File: src/rtl/fsm_light_n.sv
// Button/auto-stepped position register driving a WIDTH-bit light bank in binary, bar or one-hot form.
// Latency: button to light 3 edges, auto step every AUTO_DIV cycles; no backpressure, inputs are never stalled.
module fsm_light_n #(
  parameter int unsigned WIDTH    = 4,
  parameter bit          WRAP     = 1'b1,
  parameter int unsigned AUTO_DIV = 50_000_000
) (
  input  logic             i_clk,
  input  logic             i_reset,
  input  logic [2:0]       i_button,
  input  logic [1:0]       i_mode,
  output logic [WIDTH-1:0] o_light,
  output logic             o_auto
);

  localparam int unsigned PW = $clog2(AUTO_DIV);
  localparam logic [PW-1:0] PRESC_LAST = PW'(AUTO_DIV - 1);

  typedef enum logic {MANUAL, AUTO} state_t;

  state_t           state, state_nx;
  logic [2:0]       sync1, sync2, prev;
  logic [2:0]       rise;
  logic [WIDTH-1:0] pos, pos_nx;
  logic [WIDTH-1:0] max_pos, pos_inc, pos_dec;
  logic [1:0]       r_mode, r_mode_nx;
  logic             dir_up, dir_nx, step_up;
  logic [PW-1:0]    presc, presc_nx;

  assign rise = sync2 & ~prev;

  always_comb begin
    case (r_mode)
      2'b01:   max_pos = WIDTH'(WIDTH);
      2'b10:   max_pos = WIDTH'(WIDTH - 1);
      default: max_pos = '1;
    endcase
  end

  // Single-step helpers; with WRAP=0 they saturate at the ends.
  assign pos_inc = (pos == max_pos) ? (WRAP ? '0 : pos) : pos + WIDTH'(1);
  assign pos_dec = (pos == '0) ? (WRAP ? max_pos : pos) : pos - WIDTH'(1);

  always_ff @(posedge i_clk or posedge i_reset) begin
    if (i_reset) begin
      sync1  <= '0;
      sync2  <= '0;
      prev   <= '0;
      state  <= MANUAL;
      pos    <= '0;
      r_mode <= 2'b00;
      dir_up <= 1'b1;
      presc  <= '0;
    end else begin
      sync1  <= i_button;
      sync2  <= sync1;
      prev   <= sync2;
      state  <= state_nx;
      pos    <= pos_nx;
      r_mode <= r_mode_nx;
      dir_up <= dir_nx;
      presc  <= presc_nx;
    end
  end

  always_comb begin
    state_nx  = state;
    pos_nx    = pos;
    r_mode_nx = r_mode;
    dir_nx    = dir_up;
    presc_nx  = presc;
    step_up   = dir_up;
    if (i_mode != r_mode) begin
      r_mode_nx = i_mode;
      pos_nx    = '0;
      presc_nx  = '0;
    end else begin
      case (state)
        MANUAL: begin
          if (rise[2]) begin
            state_nx = AUTO;
            presc_nx = '0;
            dir_nx   = 1'b1;
          end else if (rise[0] && !rise[1]) begin
            pos_nx = pos_inc;
          end else if (rise[1] && !rise[0]) begin
            pos_nx = pos_dec;
          end
        end
        AUTO: begin
          if (rise[2]) begin
            state_nx = MANUAL;
            presc_nx = '0;
          end else begin
            // A direction press landing on a terminal count steers that same step.
            if (rise[0] && !rise[1]) begin
              step_up = 1'b1;
            end else if (rise[1] && !rise[0]) begin
              step_up = 1'b0;
            end
            dir_nx = step_up;
            if (presc == PRESC_LAST) begin
              presc_nx = '0;
              if (step_up) begin
                if (!WRAP && pos == max_pos) begin
                  dir_nx = 1'b0;
                  pos_nx = max_pos - WIDTH'(1);
                end else begin
                  pos_nx = pos_inc;
                end
              end else if (!WRAP && pos == '0) begin
                dir_nx = 1'b1;
                pos_nx = WIDTH'(1);
              end else begin
                pos_nx = pos_dec;
              end
            end else begin
              presc_nx = presc + PW'(1);
            end
          end
        end
        default: state_nx = MANUAL;
      endcase
    end
  end

  always_comb begin
    case (r_mode)
      2'b01:   o_light = ~({WIDTH{1'b1}} << pos);
      2'b10:   o_light = WIDTH'(1) << pos;
      default: o_light = pos;
    endcase
  end

  assign o_auto = (state == AUTO);

endmodule

File: config.mk
export PLATFORM = sky130hd
export DESIGN_NAME = fsm_light_n
export DESIGN_NICKNAME = d
export VERILOG_FILES = /design/src/rtl/fsm_light_n.sv
export SDC_FILE = /design/constraint.sdc
export NUM_CORES = 1
export LEC_CHECK = 0
export CORE_MARGIN = 2
export CORE_UTILIZATION = 61
export DETAILED_ROUTE_END_ITERATION = 7
export PLACE_DENSITY = 0.79
export SLEW_MARGIN = 5
export SYNTH_ARGS = -nofsm -noshare
export SYNTH_HDL_FRONTEND = slang
export SYNTH_SLANG_ARGS = --single-unit
File: constraint.sdc
create_clock -name i_clk -period 2.3 [get_ports i_clk]
set_clock_uncertainty 0.1 [all_clocks]
set_input_delay 0.46 -clock i_clk [delete_from_list [all_inputs] [get_ports i_clk]]
set_output_delay 0.46 -clock i_clk [all_outputs]
set_load 0.1 [all_outputs]
After elaboration in Yosys (flattened, before gate mapping)
Index checks and enable logic that the tools add are counted.
{ "op_classes": {"addsub": 3, "n_eq_ne": 12, "n_shift": 2, "muxes": 28, "n_bitwise": 5, "reduce_logical": 7} }
{ "op_table": {"columns": ["operator", "n"], "rows": [
  ["$mux 26", 4],
  ["$pmux 26 s2", 1],
  ["$mux 4", 9],
  ["$add 26x1->26 const B", 1],
  ["$eq 26x26->1 const B", 1],
  ["$pmux 4 s2", 3],
  ["$mux 1", 9],
  ["$ne 3x3->1 const B", 2],
  ["$add 4x1->4 const B", 1],
  ["$eq 4x4->1", 1],
  ["$logic_not 4->1", 1],
  ["$ne 2x2->1 const B", 2],
  ["$ne 4x4->1 const B", 1],
  ["$not 4->4", 1],
  ["$pmux 1 s2", 2],
  ["$reduce_and 4->1", 1],
  ["$shl 1x4->4 const A", 1],
  ["$shl 4x4->4 const A", 1],
  ["$sub 4x1->4 const B", 1],
  ["$and 3x3->3", 1],
  ["$ne 3x1->1 const B", 1],
  ["$ne 3x2->1 const B", 1],
  ["$not 3->3", 1],
  ["$reduce_and 3->1", 1],
  ["6 further kinds", 9]
]} }
{ "totals": {"regBits": 43, "inputBits": 7, "output_inout_bits": 5, "elab_cells": 65} }

Depth between registers and ports, before layout
{ "depth": {"ltp_word": 14, "depth_mapped": 8, "mapped_depth_nobuf": 7} }

Worst setup path before layout
OpenSTA, ideal clock, no wires.
{ "synth_path": {"path_kind": "register to output", "start": "register r_mode[1]", "end": "output port o_light[2]", "arrival_time_ns": 3.206, "required_time_ns": 1.740, "path_slack_ns": -1.466, "path_stages_with_launch": 8, "cell_sequence": "dfrtp_1 -> inv_1 -> ha_1 -> clkbuf_1 -> nand2_1 -> o21ai_0 -> a22oi_1 -> o21ai_0"} }
{ "synth_via": {"elab_chain_cells": 2, "elab_cells_between_ends": 3} }
{ "synth_rtl": {"columns": ["item", "line", "rtl"], "rows": [
  ["start: declaration", "26", "logic [1:0] r_mode, r_mode_nx;"],
  ["start signal: assignment", "60", "r_mode <= r_mode_nx;"],
  ["$eq 2x2->1 or $eq 2x1->1 (tied branches)", "128", "case (r_mode)"],
  ["$pmux 4 s2 (*)", "128", null],
  ["end: declaration", "12", "output logic [WIDTH-1:0] o_light,"]
]} }
Mark *: on every way between the ends. The rest lies on a longest branch, timed or not.

Worst setup path after layout
{ "layout_path": {"start": "register presc[8]", "end": "register presc[11]"} }
{ "layout_via": {"elab_chain_cells": 5, "elab_cells_between_ends": 6} }
{ "layout_rtl": {"columns": ["item", "line", "rtl"], "rows": [
  ["start: declaration", "28", "logic [PW-1:0] presc, presc_nx;"],
  ["start signal: assignment", "62", "presc <= presc_nx;"],
  ["$add 26x1->26 or $eq 26x26->1 (tied branches)", "118, 102", null],
  ["$mux 26 (*)", "102", "if (presc == PRESC_LAST) begin"],
  ["$mux 26 (*)", "91", "if (rise[2]) begin"],
  ["$pmux 26 s2 (*)", "78", "case (state)"],
  ["$mux 26 (*)", "73", "if (i_mode != r_mode) begin"]
]} }
Marks and branches as above.
A chain may end at the register's enable or synchronous reset.

==> impl_summary.log <==
[metrics] final design area excluding fillers: 0.00334 mm^2
[metrics] kind of critical path: flip-flop to flip-flop
[metrics] placed instance area: 0.00312 mm^2
[metrics] clock buffers created by TritonCTS: 5
[metrics] kind of end point of the critical path: flip-flop
[metrics] highest attainable clock frequency: 441 MHz
[metrics] latest clock arrival within the worst-skew pair: 0.30 ns
[metrics] number of fill cells: 321
[metrics] final hold violation count: 0
[metrics] CTS clock-pin slew for the worst setup and hold paths: 0.08 ns
[metrics] RePlAce Congestion: 0.921
[metrics] average footprint of a synthesized cell: 9.30 um^2
[metrics] number of levels the H-tree was split into: 2
[metrics] EDFF count, synth: 0
[metrics] launch instance of the worst min-delay path: sync1[0]$_DFF_PP0_
[metrics] via count of the first global-routing pass: 2,349
[metrics] max-slew violation total from the final report: 0
[metrics] maximum fanout along the worst path: 11
[metrics] GRT Util Overall: 27.1%
[metrics] maximum number of pins on one net before global-route repair: 28
[metrics] share of final-layout standard cells stronger than drive strength 1: 25.7%
[metrics] chip width: 71.4 um
[metrics] status: finished, final reports clean
[metrics] TritonCTS clock tree: built
[metrics] Setup-failing EPs final: 0
[metrics] capture endpoint of the worst hold path: sync2[0]$_DFF_PP0_
[metrics] die extent in y: 71.4 um
[metrics] static leakage power: 1.42 nW
[metrics] top-level port count: 12
[metrics] antenna diode count: 0
[metrics] wire length after detailed routing: 6580 um
[metrics] count of warnings emitted by yosys: 0
[metrics] Cell Pwr Density: 640 mW/mm^2
[metrics] mean number of vias per cell: 6.48
[metrics] total area of multi-input combinational cells: 0.00162 mm^2
[metrics] count of buffers from port buffering: 11
[metrics] count of hold buffers inserted by post-cts repair: 0
[metrics] synthesis-to-finish area growth: 20.4%
[metrics] global-route wire length before repair: 11,000 um
[metrics] arrival time worst endpoint: 2.36 ns
[metrics] area of the die: 0.00510 mm^2
[metrics] flop-to-flop setup slack: 0.03 ns
[metrics] max-capacitance violation count: 0
[metrics] Peak VDD IR: 0.435 mV
[metrics] period utilisation layout: 98.5%
[metrics] Initial Utilization: 63.7%
[metrics] residual antenna-violating net count after detailed routing: 0
[metrics] critical path data required time: 2.39 ns
[metrics] number of distinct library cell variants in the gate-level netlist after synthesis: 60
[metrics] post-route total power: 2.14 mW
[metrics] clk buf depth: 2
[metrics] reg2reg path depth: 6
[metrics] path class of the lowest-slack min-delay path: flip-flop to flip-flop
[metrics] core area: 0.00435 mm^2
[metrics] Post-Synthesis Cell Area: 0.00277 mm^2
[metrics] Post-Synthesis Cells: 298
[metrics] Synthesized Nets: 312
[metrics] proportion of synthesized chip area in sequential cells: 38.9%
[metrics] number of iterations in the first detailed-routing pass: 5
[metrics] worst r2r src: presc[8]$_DFFE_PP0P_
[metrics] via count: 2,503
[metrics] post-synthesis sequential element count: 43
[metrics] most used flip-flop cell after synthesis: dfrtp_1
[metrics] Post-synth ARST share: 100%
[metrics] wire length per cell after detailed routing: 17.1 um
[metrics] kind of launch point of the worst setup path: flip-flop
[metrics] Detail Placement HPWL: 4520 um
[metrics] register area: 0.00108 mm^2
[metrics] number of placement rows: 24
[metrics] Slew HR: 61.1%
[metrics] hold depth: 0
[metrics] Final #Nets: 347
[metrics] count of unresolved DRC violations after routing: 0
[metrics] buffer type at the clock tree root: clkbuf_8
[metrics] worst reg2reg path endpoint: presc[11]$_DFFE_PP0P_
[metrics] leftover overflow at the end of global routing: 0
[metrics] number of sinks handled by clock tree synthesis: 43
[metrics] detailed router's first-iteration violation count: 326
[metrics] Final Critical Period: 2.27 ns
[metrics] Worst Tran Pin Value: 0.580 ns
[metrics] initial antenna violation count: 0
-- cells in the mapped netlist (all sizes together) (2+ instances only) --
cell,number,share of area (%)
or4,3,0.81
dfrtp,42,38
nor3,17,4.2
a32oi,2,0.63
and3,8,1.8
nand4,10,2.3
nand3,14,2.7
nor2,9,1.2
nor2b,6,1.4
maj3,2,0.72
a211o,2,0.63
or3,4,0.90
clkbuf,8,1.1
a21oi,11,2.8
nor4,6,2.6
ha,7,3.2
a22o,3,0.95
and4,4,1.3
mux2i,4,1.4
a31oi,10,2.3
xnor2,4,1.3
nand2b,4,0.90
xor2,4,1.3
a22oi,2,0.54
a21o,10,3.0
and2,4,0.90
a41oi,3,0.95
o211ai,3,0.99
inv,12,1.6
o21ai,26,4.7
buf,8,2.9
nand2,28,3.8
-- power breakdown --
group          switching (mW)  internal (mW)  total (mW)
Combinational           0.428          0.258       0.686
Sequential             0.0362          0.799       0.835
Clock                   0.263          0.351       0.614
-- cell families (layout without fill, tap and decap cells) --
family	after synthesis	after routing	share of synthesized area (%)
xor+xnor	8	8	2.53
simple gates	121	121	26.0
buf+inv	28	64	5.60
mux	5	5	1.85
compound gates	84	84	21.3
flops	43	43	38.9
fa+ha+maj	9	9	3.88
-- stage by stage --
stage / setup TNS [ns] / hold slack [ns] / worst slack (ns) / std cells / utilization, %
after global routing: -0.0124 / 0.267 / -0.00515 / 386 / 76.7
after floorplan: -0.558 / 0.231 / -0.188 / 298 / -
final: 0 / 0.251 / 0.0338 / 386 / 76.7
after CTS: -0.0175 / 0.254 / -0.0116 / 381 / 74.4
after detailed placement: -0.317 / 0.236 / -0.0614 / 373 / 71.6
after global placement: 0 / 0.232 / 0.0463 / 373 / 71.6
-- routing by layer --
metal	up-vias	part of all wire (%)	GRT usage (%)
li1	1188	-	-
met1	1218	47	40.0
met2	83	47	40.4
met3	14	5.2	4.78
met4	0	1.4	9.85
met5	-	0	0
-- worst max-delay path by stage --
stage / start / end / slack (ns) / cells after the start
6_report: presc[8]$_DFFE_PP0P_ / presc[11]$_DFFE_PP0P_ / 0.03 / 6
5_1_grt: presc[8]$_DFFE_PP0P_ / presc[2]$_DFFE_PP0P_ / -0.005 / 6
4_1_cts: r_mode[0]$_DFFE_PP0N_ / o_light[2] / -0.01 / 7
3_5_place_dp: i_mode[1] / presc[25]$_DFFE_PP0P_ / -0.06 / 6
3_3_place_gp: i_mode[0] / presc[24]$_DFFE_PP0P_ / 0.05 / 8
2_1_floorplan: r_mode[1]$_DFFE_PP0N_ / o_light[2] / -0.19 / 7
-- flip-flops by register name, summed over array words and instances, names as in the netlist --
name and flops:
sync1 3, dir_up 1, pos 4, prev 3, sync2 3, o_auto 1, r_mode 2, presc 26
-- timing repair --
item                       in CTS  in global routing
setup endpoints to repair       4                  8
gates resized for setup         4                 14
pin swaps                       2                  4
setup buffers                   1                  5
-- cells in the final DEF, fill, tap and decap left out, types with 3 or more instances in the layout --
cell | Yosys | layout
dfrtp_1 | 42 | 39
buf_4 | 0 | 32
nand2_1 | 28 | 27
o21ai_0 | 22 | 17
nand3_1 | 13 | 13
nand4_1 | 10 | 10
a31oi_1 | 10 | 10
inv_1 | 12 | 9
nor3_1 | 11 | 9
a21o_1 | 9 | 9
and3_1 | 8 | 8
nor2_1 | 9 | 8
nor3_2 | 6 | 7
a21oi_2 | 6 | 6
o21ai_1 | 4 | 6
nor2b_1 | 6 | 6
clkbuf_8 | 0 | 6
clkdlybuf4s50_1 | 0 | 6
a21oi_1 | 5 | 5
ha_1 | 7 | 5
buf_12 | 1 | 5
and4_1 | 4 | 4
nand2b_1 | 4 | 4
xnor2_1 | 4 | 4
or3_1 | 4 | 4
and2_1 | 4 | 4
xor2_1 | 4 | 4
mux2i_1 | 4 | 4
a41oi_1 | 3 | 3
a22o_1 | 3 | 3
o21ai_2 | 0 | 3
dfrtp_2 | 0 | 3
-- area by class of cell --
cell class                      count  area share, %
Sequential cell                    43           32.4
Timing Repair Buffer               44           12.3
Inverter                           12           1.35
Clock buffer                        6           2.47
Multi-Input combinational cell    227           48.5
Tap cell                           52           1.95
Clock inverter                      2           1.05
-- critical path, stage by stage, from the launching register on --
cell	delay, ns
dfrtp_1	0.44
or4_4	0.56
nor4_4	0.36
a21o_4	0.19
buf_6	0.15
o21ai_1	0.10
a22o_1	0.24
(Power assumes the default switching activity.)
